**src/rtl/dram_ctrl_pkg.sv**
```systemverilog
// Shared definitions for the DRAM controller front end.
// Holds the default geometry, derived field widths, the flat-address field
// offsets, the default-geometry request entry layout and the controller
// command encodings.
package dram_ctrl_pkg;

  // Default geometry
  localparam int unsigned DEF_NUMBER_OF_BANKS = 8;
  localparam int unsigned DEF_NUMBER_OF_ROWS  = 128;
  localparam int unsigned DEF_NUMBER_OF_COLS  = 8;
  localparam int unsigned DEF_FIFO_DEPTH      = 4;

  // Derived widths for the default geometry
  localparam int unsigned BANK_W = $clog2(DEF_NUMBER_OF_BANKS);
  localparam int unsigned ROW_W  = $clog2(DEF_NUMBER_OF_ROWS);
  localparam int unsigned COL_W  = $clog2(DEF_NUMBER_OF_COLS);
  localparam int unsigned ADDR_W = BANK_W + ROW_W + COL_W;

  // Flat address field offsets
  localparam int unsigned COL_LSB  = 0;
  localparam int unsigned ROW_LSB  = COL_W;
  localparam int unsigned BANK_LSB = COL_W + ROW_W;

  // Request entry for the default geometry
  typedef struct packed {
    logic [BANK_W-1:0] bank;
    logic [ROW_W-1:0]  row;
    logic [COL_W-1:0]  col;
    logic              we;
  } dram_req_t;

  // Controller command encodings
  typedef enum logic [1:0] {
    CMD_ACT  = 2'b00,
    CMD_RDWR = 2'b01,
    CMD_REF  = 2'b10,
    CMD_PRE  = 2'b11
  } dram_cmd_e;

endpackage

```
**src/rtl/dram_req_fifo.sv**
```systemverilog
// Generic synchronous FIFO with occupancy count and a head+1 peek port.
// Ports:
//   clk, rst_b       clock, asynchronous active-low reset
//   push_i, wdata_i  write request and data (ignored when full)
//   pop_i            read request (ignored when empty)
//   head_o, next_o   entry at read pointer and the one after it
//   count_o          stored entries
//   full_o, empty_o  occupancy flags
// DEPTH must be a power of two so the pointers wrap naturally.
module dram_req_fifo #(
  parameter int unsigned WIDTH = 14,
  parameter int unsigned DEPTH = 4
) (
  input  logic                         clk,
  input  logic                         rst_b,
  input  logic                         push_i,
  input  logic [WIDTH-1:0]             wdata_i,
  input  logic                         pop_i,
  output logic [WIDTH-1:0]             head_o,
  output logic [WIDTH-1:0]             next_o,
  output logic [$clog2(DEPTH+1)-1:0]   count_o,
  output logic                         full_o,
  output logic                         empty_o
);

  localparam int unsigned PTR_W = $clog2(DEPTH);
  localparam int unsigned CNT_W = $clog2(DEPTH + 1);

  logic [WIDTH-1:0] mem_q [DEPTH];
  logic [PTR_W-1:0] wr_ptr_q, wr_ptr_d;
  logic [PTR_W-1:0] rd_ptr_q, rd_ptr_d;
  logic [CNT_W-1:0] count_q, count_d;
  logic             do_push, do_pop;

  assign full_o  = (count_q == CNT_W'(DEPTH));
  assign empty_o = (count_q == '0);
  assign count_o = count_q;
  assign head_o  = mem_q[rd_ptr_q];
  assign next_o  = mem_q[rd_ptr_q + PTR_W'(1)];

  // Pointer and occupancy next state
  always_comb begin
    wr_ptr_d = wr_ptr_q;
    rd_ptr_d = rd_ptr_q;
    count_d  = count_q;
    do_push  = push_i & ~full_o;
    do_pop   = pop_i & ~empty_o;
    if (do_push) wr_ptr_d = wr_ptr_q + PTR_W'(1);
    if (do_pop)  rd_ptr_d = rd_ptr_q + PTR_W'(1);
    case ({do_push, do_pop})
      2'b10:   count_d = count_q + CNT_W'(1);
      2'b01:   count_d = count_q - CNT_W'(1);
      default: count_d = count_q;
    endcase
  end

  always_ff @(posedge clk or negedge rst_b) begin
    if (!rst_b) begin
      wr_ptr_q <= '0;
      rd_ptr_q <= '0;
      count_q  <= '0;
      for (int i = 0; i < int'(DEPTH); i++) mem_q[i] <= '0;
    end else begin
      wr_ptr_q <= wr_ptr_d;
      rd_ptr_q <= rd_ptr_d;
      count_q  <= count_d;
      if (do_push) mem_q[wr_ptr_q] <= wdata_i;
    end
  end

endmodule

```
**src/rtl/dram_req_queue.sv**
```systemverilog
// Request buffer in front of the DRAM controller FSM. Host requests are
// split into bank/row/col at push time, queued, and the head entry is held
// on the outputs until the FSM signals col_done.
// Ports:
//   clk, rst_b                     clock, asynchronous active-low reset
//   host_valid/host_ready          host handshake; host_addr, host_we payload
//   col_done                       FSM column access done, pops the head
//   addr_val, bank_id, row_id,
//   col_id, req_we                 head entry
//   fill_level                     stored entries
//   next_row_hit                   head+1 targets the same bank/row as head
//   pop_err                        sticky: col_done seen while empty
// Optional feature: define DRAM_REQ_LOOKAHEAD_EN to enable next_row_hit;
// otherwise it is tied to 0.
module dram_req_queue
  import dram_ctrl_pkg::*;
#(
  parameter int unsigned NUMBER_OF_BANKS = DEF_NUMBER_OF_BANKS,
  parameter int unsigned NUMBER_OF_ROWS  = DEF_NUMBER_OF_ROWS,
  parameter int unsigned NUMBER_OF_COLS  = DEF_NUMBER_OF_COLS,
  parameter int unsigned FIFO_DEPTH      = DEF_FIFO_DEPTH
) (
  input  logic                                                   clk,
  input  logic                                                   rst_b,
  input  logic                                                   host_valid,
  output logic                                                   host_ready,
  input  logic [$clog2(NUMBER_OF_BANKS)+$clog2(NUMBER_OF_ROWS)
                +$clog2(NUMBER_OF_COLS)-1:0]                     host_addr,
  input  logic                                                   host_we,
  input  logic                                                   col_done,
  output logic                                                   addr_val,
  output logic [$clog2(NUMBER_OF_BANKS)-1:0]                     bank_id,
  output logic [$clog2(NUMBER_OF_ROWS)-1:0]                      row_id,
  output logic [$clog2(NUMBER_OF_COLS)-1:0]                      col_id,
  output logic                                                   req_we,
  output logic [$clog2(FIFO_DEPTH+1)-1:0]                        fill_level,
  output logic                                                   next_row_hit,
  output logic                                                   pop_err
);

  localparam int unsigned Q_BANK_W  = $clog2(NUMBER_OF_BANKS);
  localparam int unsigned Q_ROW_W   = $clog2(NUMBER_OF_ROWS);
  localparam int unsigned Q_COL_W   = $clog2(NUMBER_OF_COLS);
  localparam int unsigned Q_ADDR_W  = Q_BANK_W + Q_ROW_W + Q_COL_W;
  localparam int unsigned CNT_W     = $clog2(FIFO_DEPTH + 1);
  localparam int unsigned ENTRY_W   = Q_BANK_W + Q_ROW_W + Q_COL_W + 1;

  typedef struct packed {
    logic [Q_BANK_W-1:0] bank;
    logic [Q_ROW_W-1:0]  row;
    logic [Q_COL_W-1:0]  col;
    logic                we;
  } entry_t;

  entry_t           wr_entry, head_entry, next_entry;
  logic [CNT_W-1:0] count;
  logic             full, empty, push, pop;
  logic             pop_err_q, pop_err_d;

  // Split the flat address once, at push time
  always_comb begin
    wr_entry.col  = host_addr[Q_COL_W-1:0];
    wr_entry.row  = host_addr[Q_COL_W+Q_ROW_W-1:Q_COL_W];
    wr_entry.bank = host_addr[Q_ADDR_W-1:Q_COL_W+Q_ROW_W];
    wr_entry.we   = host_we;
  end

  // host_ready comes from occupancy only, so a pop cannot make room same-cycle
  assign host_ready = ~full;
  assign push       = host_valid & host_ready;
  assign pop        = col_done & ~empty;

  dram_req_fifo #(
    .WIDTH (ENTRY_W),
    .DEPTH (FIFO_DEPTH)
  ) u_fifo (
    .clk     (clk),
    .rst_b   (rst_b),
    .push_i  (push),
    .wdata_i (wr_entry),
    .pop_i   (pop),
    .head_o  (head_entry),
    .next_o  (next_entry),
    .count_o (count),
    .full_o  (full),
    .empty_o (empty)
  );

  assign addr_val   = ~empty;
  assign bank_id    = head_entry.bank;
  assign row_id     = head_entry.row;
  assign col_id     = head_entry.col;
  assign req_we     = head_entry.we;
  assign fill_level = count;

  // Sticky underflow flag
  always_comb begin
    pop_err_d = pop_err_q | (col_done & empty);
  end

  always_ff @(posedge clk or negedge rst_b) begin
    if (!rst_b) pop_err_q <= 1'b0;
    else        pop_err_q <= pop_err_d;
  end

  assign pop_err = pop_err_q;

`ifdef DRAM_REQ_LOOKAHEAD_EN
  // Same bank and row behind the head lets the FSM skip a precharge
  logic unused_peek;
  assign unused_peek  = ^{next_entry.col, next_entry.we};
  assign next_row_hit = (count >= CNT_W'(2)) &
                        (next_entry.bank == head_entry.bank) &
                        (next_entry.row == head_entry.row);
`else
  logic unused_peek;
  assign unused_peek  = ^next_entry;
  assign next_row_hit = 1'b0;
`endif

endmodule

```
**config.mk**
```make
export PLATFORM = sky130hd
export DESIGN_NAME = dram_req_queue
export DESIGN_NICKNAME = d
export VERILOG_FILES = /design/src/rtl/dram_ctrl_pkg.sv /design/src/rtl/dram_req_fifo.sv /design/src/rtl/dram_req_queue.sv
export SDC_FILE = /design/constraint.sdc
export NUM_CORES = 1
export LEC_CHECK = 0
export BUFFER_PORTS_ARGS = -buffer_cell sky130_fd_sc_hd__buf_2
export CORE_MARGIN = 10
export CORE_UTILIZATION = 52
export CTS_CLUSTER_DIAMETER = 150
export DETAILED_ROUTE_END_ITERATION = 8
export PLACE_DENSITY = 0.75
export SYNTH_ARGS = -nofsm -noshare
export SYNTH_HDL_FRONTEND = slang
export SYNTH_SLANG_ARGS = --single-unit
```
**constraint.sdc**
```tcl
create_clock -name clk -period 1.9 [get_ports clk]
set_input_delay 0.475 -clock clk [delete_from_list [all_inputs] [get_ports clk]]
set_output_delay 0.475 -clock clk [all_outputs]
set_load 0.03 [all_outputs]
```
; Yosys cells after proc, flatten, opt, wreduce, memory -nomap -nowiden
; Cells that the tools add are included.
[op_classes]
add_sub_neg = 4
order_cmp = 3
eq_ne = 3
muxes = 7
bitwise = 10
reduce_logical = 3
[ops]
columns = operator, count
row1 = bitwise mux 56 bit, 1
row2 = 2-to-1 mux 14 bit, 3
row3 = binary-select mux 14 bit (select 2 bit), 1
row4 = demux 14 bit (select 2 bit), 1
row5 = ">= comparator 3 bit, second input constant", 2
row6 = NOT 2 -> 3 bit, 2
row7 = one-hot mux 3 bit (2 select lines), 1
row8 = bitwise AND 1 bit, 5
row9 = "adder 2 x 1 -> 2 bit, second input constant", 2
row10 = "adder 3 x 1 -> 3 bit, second input constant", 1
row11 = "== test 3 bit, second input constant", 1
row12 = logical NOT 3 bit, 1
row13 = "< comparator 3 x 1 -> 1 bit, second input constant", 1
row14 = "subtractor 3 x 1 -> 3 bit, second input constant", 1
row15 = "== test 2 x 1 -> 1 bit, second input constant", 1
row16 = "== test 2 bit, second input constant", 1
row17 = NOT 1 bit, 2
row18 = nonzero test 2 bit, 1
row19 = logical AND 1 bit, 1
row20 = bitwise OR 1 bit, 1
[totals]
register_bits = 64
inputBits = 18
elab_cells = 38

; Longest topological paths before layout
[logic_depth]
depth_word = 6
mapped_depth = 9

; Cells and area by module
; A second synthesis with hierarchy kept.
[hier_totals]
cells_unflattened = 198
hier_area_um2 = 3230.6
[by_module_without_submodules]
columns = mod, instances, cells_per_inst, area_each_um2, seq_area_each_um2
row1 = dram_req_fifo, 1, 190, 3166.8, 1576.5
row2 = dram_req_queue, 1, 8, 63.8, 25.0

; Least setup slack after synthesis
; OpenSTA, ideal clock, no wires.
[synth_timing]
kind = register -> register
startpoint = register u_fifo.count_q[2], in the netlist u_fifo.count_o[2]
endpoint = register u_fifo.count_q[2], in the netlist u_fifo.count_o[2]
arrival_ps = 2221
slack_ps = -401
path_stages_with_launch = 10
path_buffers = 1
period_less_slack_ps = 2301
cell_sequence = dfrtp_1 or3b_1 buf_2 nand2_1 ha_1 inv_1 fa_1 xor2_1 nor2_1 xor2_1
[synth_between]
elab_chain_len = 6
elab_cells_between_ends = 14
cone_classes = add/sub: 2 / eq/ne: 3 / mux: 1 / bitwise: 6 / reduce/logical: 2
[synth_lines]
columns = element, line_no
row1 = start: declaration, dram_req_fifo.sv:32  ; logic [CNT_W-1:0] count_q, count_d;
row2 = start signal: assignment, dram_req_fifo.sv:66  ; count_q <= count_d;
row3 = == test 3 bit *, dram_req_fifo.sv:35  ; assign full_o = (count_q == CNT_W'(DEPTH));
row4 = NOT 1 bit *, dram_req_queue.sv:69  ; assign host_ready = ~full;
row5 = named net host_ready, dram_req_queue.sv:26  ; output logic host_ready,
row6 = bitwise AND 1 bit, dram_req_queue.sv:70  ; assign push = host_valid & host_ready;
row7 = bitwise AND 1 bit *, dram_req_fifo.sv:46  ; do_push = push_i & ~full_o;
row8 = == test 2 x 1 -> 1 bit / == test 2 bit (equally long branches), dram_req_fifo.sv:50  ; case ({do_push, do_pop})
row9 = one-hot mux 3 bit (2 select lines) / nonzero test 2 bit (equally long branches), n/a
; Mark *: on every way through the listed nets, which the timed path passes. The rest lies on a longest branch.
; A chain may end at the register's enable or synchronous reset.

; Worst setup path after layout
[layout_timing]
startpoint = register u_fifo.rd_ptr_q[0]
endpoint = output port bank_id[1]
[layout_between]
elab_chain_len = 4
[layout_lines]
columns = element, line_no
row1 = start: declaration, dram_req_fifo.sv:31  ; logic [PTR_W-1:0] rd_ptr_q, rd_ptr_d;
row2 = start signal: assignment, dram_req_fifo.sv:65  ; rd_ptr_q <= rd_ptr_d;
row3 = NOT 2 -> 3 bit (not written as such), dram_req_fifo.sv:38  ; assign head_o = mem_q[rd_ptr_q];
row4 = binary-select mux 14 bit (select 2 bit), dram_req_fifo.sv:38
row5 = 2-to-1 mux 14 bit (not written as such) (2 in a row), dram_req_fifo.sv:38
row6 = end: declaration, dram_req_queue.sv:32  ; output logic [$clog2(NUMBER_OF_BANKS)-1:0] bank_id,
; No other way between the ends. The select of a mux whose other input is x is not followed.

==> results by group <==
Run status
  – Outcome: complete, but fails checks
  – Failing checks: negative setup slack

Worst setup path
  – Most used cell, CP: buf_6
  – Crit path max-delay cell type: mux4_2
  – Crit path largest cell delay: 530 ps
  – CP arrival: 1590 ps
  – Worst EP required: 1420 ps
  – CP Cell Sequence: buf_6, mux4_2, buf_6
  – Startpoint types: register
  – Crit path kind: register to primary output
  – CP endpoint kind: primary output
  – Worst-path fanout max: 5

Yosys
  – Yosys warning count: 0
  – Mapped Nets: 203
  – Syn avg cell area: 17.43 um^2
  – Synthesized area: 3119 um^2
  – Sequential area share after synthesis: 51.34%
  – Distinct cells, synth: 23
  – EDFF count, synth: 0
  – Async S/R FF share, synth: 100.0%
  – Post-synth top flop: dfrtp_1
  – #FFs+latches synth: 64
  – Mapped Cells: 179

STA
  – Final worst setup slack: -165.3 ps
  – Final Hold Viols: 0
  – RSZ-0062 raised after global routing: yes
  – Final Critical Period: 2065 ps
  – Fin Clk Skew: 7.188 ps
  – Tcrit/Tclk final: 108.7%
  – Fmax: 0.4842 GHz
  – # setup viols final: 16
  – Final slew viol count: 0

Drt
  – Avg WL per Cell: 19.09 um
  – Via/cell ratio: 5.320
  – Initial DRC count: 90
  – TritonRoute pass-1 iters: 4
  – Residual DRC count: 0
  – Vias after detailed routing: 1,628
  – Detailed Route WL: 5843 um
  – ANT nets after route: 0

Power
  – Leakage: 1.664 nW
  – Int Pwr: 5.008 mW
  – Pwr per Cell Area: 2107 nW/um^2
  – Peak supply drop: 1.085 mV
  – P_sw: 2.798 mW
  – Clk pwr share: 14.9%
  – Gate power share: 52.5%
  – Part of the power in registers: 32.5%
  – Switching Fraction: 35.84%

Die
  – I/O pin cnt: 39
  – Core area: 5886 um^2
  – Die Ht: 97.45 um
  – Die width: 97.45 um
  – Initial core utilization: 53.00%
  – Row count: 28
  – Die ar.: 9497 um^2

Layout
  – Layout cell share with drive strength beyond 1: 58.01%
  – Util after Layout: 62.95%
  – Nets@finish: 250
  – Layout Area Growth over Synthesis: 18.77%
  – Total inserted antenna cells: 0

Placement
  – Pre-CTS WS: -10.08 ps
  – Dpl hpwl: 3687 um
  – RD Place Congestion: 0.7317
  – PortBufs: 37

Global route
  – Initial antenna violation count: 0
  – GRT Total Usage: 13.46%
  – Vias in the first global route: 1,917
  – First-pass GRT wire length: 10,070 um
  – GRT overflow: 0
  – Largest net degree at the start of global routing: 65

Clocking
  – CTS Sinks: 64
  – Clock root cell: clkbuf_8
  – TritonCTS Buffers: 9
  – Worst-skew pair later-pin latency: 350 ps
  – Hold_buf cts: 0
  – CTS tree: yes
  – CTS Buffer Depth: 2
  – H-tree Lvls: 3
  – Clock transition at the registers of the reported paths: 70 ps

Min path
  – Hold/Removal Path Class: input pin to asynchronous set/reset pin

Job
  – Number of max-cap violations: 0
## path summary, 6_finish.rpt
kind	from	end	slack, ps	depth (start not counted)
setup / recovery	u_fifo.rd_ptr_q[0]	bank_id[1]	-170	3
hold / removal	rst_b	u_fifo.mem_q[51]	120	2
setup reg to reg	u_fifo.count_o[0]	u_fifo.count_o[2]	0	8
hold reg to reg	pop_err	pop_err	480	1
max in group asynchronous	rst_b	u_fifo.count_o[2]	1470	2
min in group clk	col_done	pop_err	370	3
## cell usage after synthesis, types with 2 or more instances
| cell | n | area share [%] |
|---|---|---|
| buf_2 | 3 | 0.48 |
| mux2_1 | 17 | 6.1 |
| buf_6 | 4 | 1.4 |
| xor2_1 | 3 | 0.84 |
| mux4_2 | 14 | 10 |
| dfrtp_1 | 64 | 51 |
| ha_1 | 5 | 2.0 |
| buf_12 | 4 | 2.6 |
| xnor2_1 | 3 | 0.84 |
| nand2_1 | 2 | 0.24 |
| inv_1 | 6 | 0.72 |
| mux2_4 | 40 | 19 |
| and3_4 | 4 | 1.4 |
## cells in the final DEF, fill, tap and decap left out, drive strengths merged, types with 2 or more instances in the layout
| cell | n |
|---|---|
| inv | 6 |
| clkbuf | 9 |
| xor2 | 3 |
| dfrtp | 64 |
| and3 | 4 |
| mux2 | 57 |
| nand2 | 2 |
| mux4 | 14 |
| clkinvlp | 5 |
| xnor2 | 3 |
| buf | 49 |
| ha | 5 |
## power by group through the flow
stage	clock network (mW)	logic, mW	registers, mW
final	1.17	4.10	2.54
after global placement	0	3.53	2.53
after global routing	1.26	4.37	2.64
after floorplan	0	2.94	2.45
after detailed placement	0	3.60	2.54
after CTS	1.19	4.28	2.55
## critical path: cells and delay by family (launching register included)
kind	cells	cell delay, ps
flops	1	400
buf+inv	2	310
mux	1	530
## flip-flops by register name, indices dropped and copies added (netlist names)
signal,flops
u_fifo.count_o,3
u_fifo.mem_q,56
pop_err,1
u_fifo.rd_ptr_q,2
u_fifo.wr_ptr_q,2
## per-stage QoR
| stage | hold WS (ps) | setup TNS (ps) | cells | power (mW) | area, um^2 |
|---|---|---|---|---|---|
| 2_1_floorplan | 179.4 | -230.1 | 179 | 5.394 | 3154 |
| 3_3_place_gp | 457.0 | 0 | 286 | 6.067 | 3358 |
| 3_5_place_dp | 461.5 | -10.08 | 286 | 6.143 | 3358 |
| 4_1_cts | 132.4 | -3023 | 308 | 8.024 | 3752 |
| 5_1_grt | 141.6 | -3140 | 306 | 8.271 | 3705 |
| 6_report | 118.4 | -2039 | 306 | 7.806 | 3705 |
## cell type report
| cell class | instances | area (um^2) |
|---|---|---|
| clock inverters | 7 | 72.57 |
| multi-input cells | 96 | 1374 |
| repair buffers | 49 | 410.4 |
| inverters | 6 | 22.52 |
| clock buffers | 9 | 123.9 |
| well taps | 75 | 93.84 |
| fillers | 422 | 2181 |
| flip-flops and latches | 64 | 1608 |
## per-layer routing
| layer | wire (um) | track usage [%] |
|---|---|---|
| met5 | 0 | 0 |
| met4 | 92 | 5.369 |
| met3 | 321 | 5.761 |
| met2 | 2849 | 20.95 |
| met1 | 2579 | 15.99 |
## cell families (layout without fill, tap and decap cells)
logic type / Yosys count / after routing / share of synthesized area, %
DFF: 64 / 64 / 51.34
and+or+nand+nor: 9 / 9 / 2.286
AOI/OAI and AO/OA: 2 / 2 / 0.5216
adders and majority gates: 6 / 6 / 2.647
xor gates and xnor gates: 6 / 6 / 1.685
other: 1 / 1 / 0.1202
muxes: 72 / 72 / 35.82
buffers and inverters: 19 / 71 / 5.575
## repair_timing
action                                  CTS  global route
endpoints found under the setup margin   17            17
gates resized for setup                  43             0
pin swaps                                 4             1
cloned                                    1             0
buffers inserted                          5             0
No activity file was read; power rests on OpenSTA's default activity.
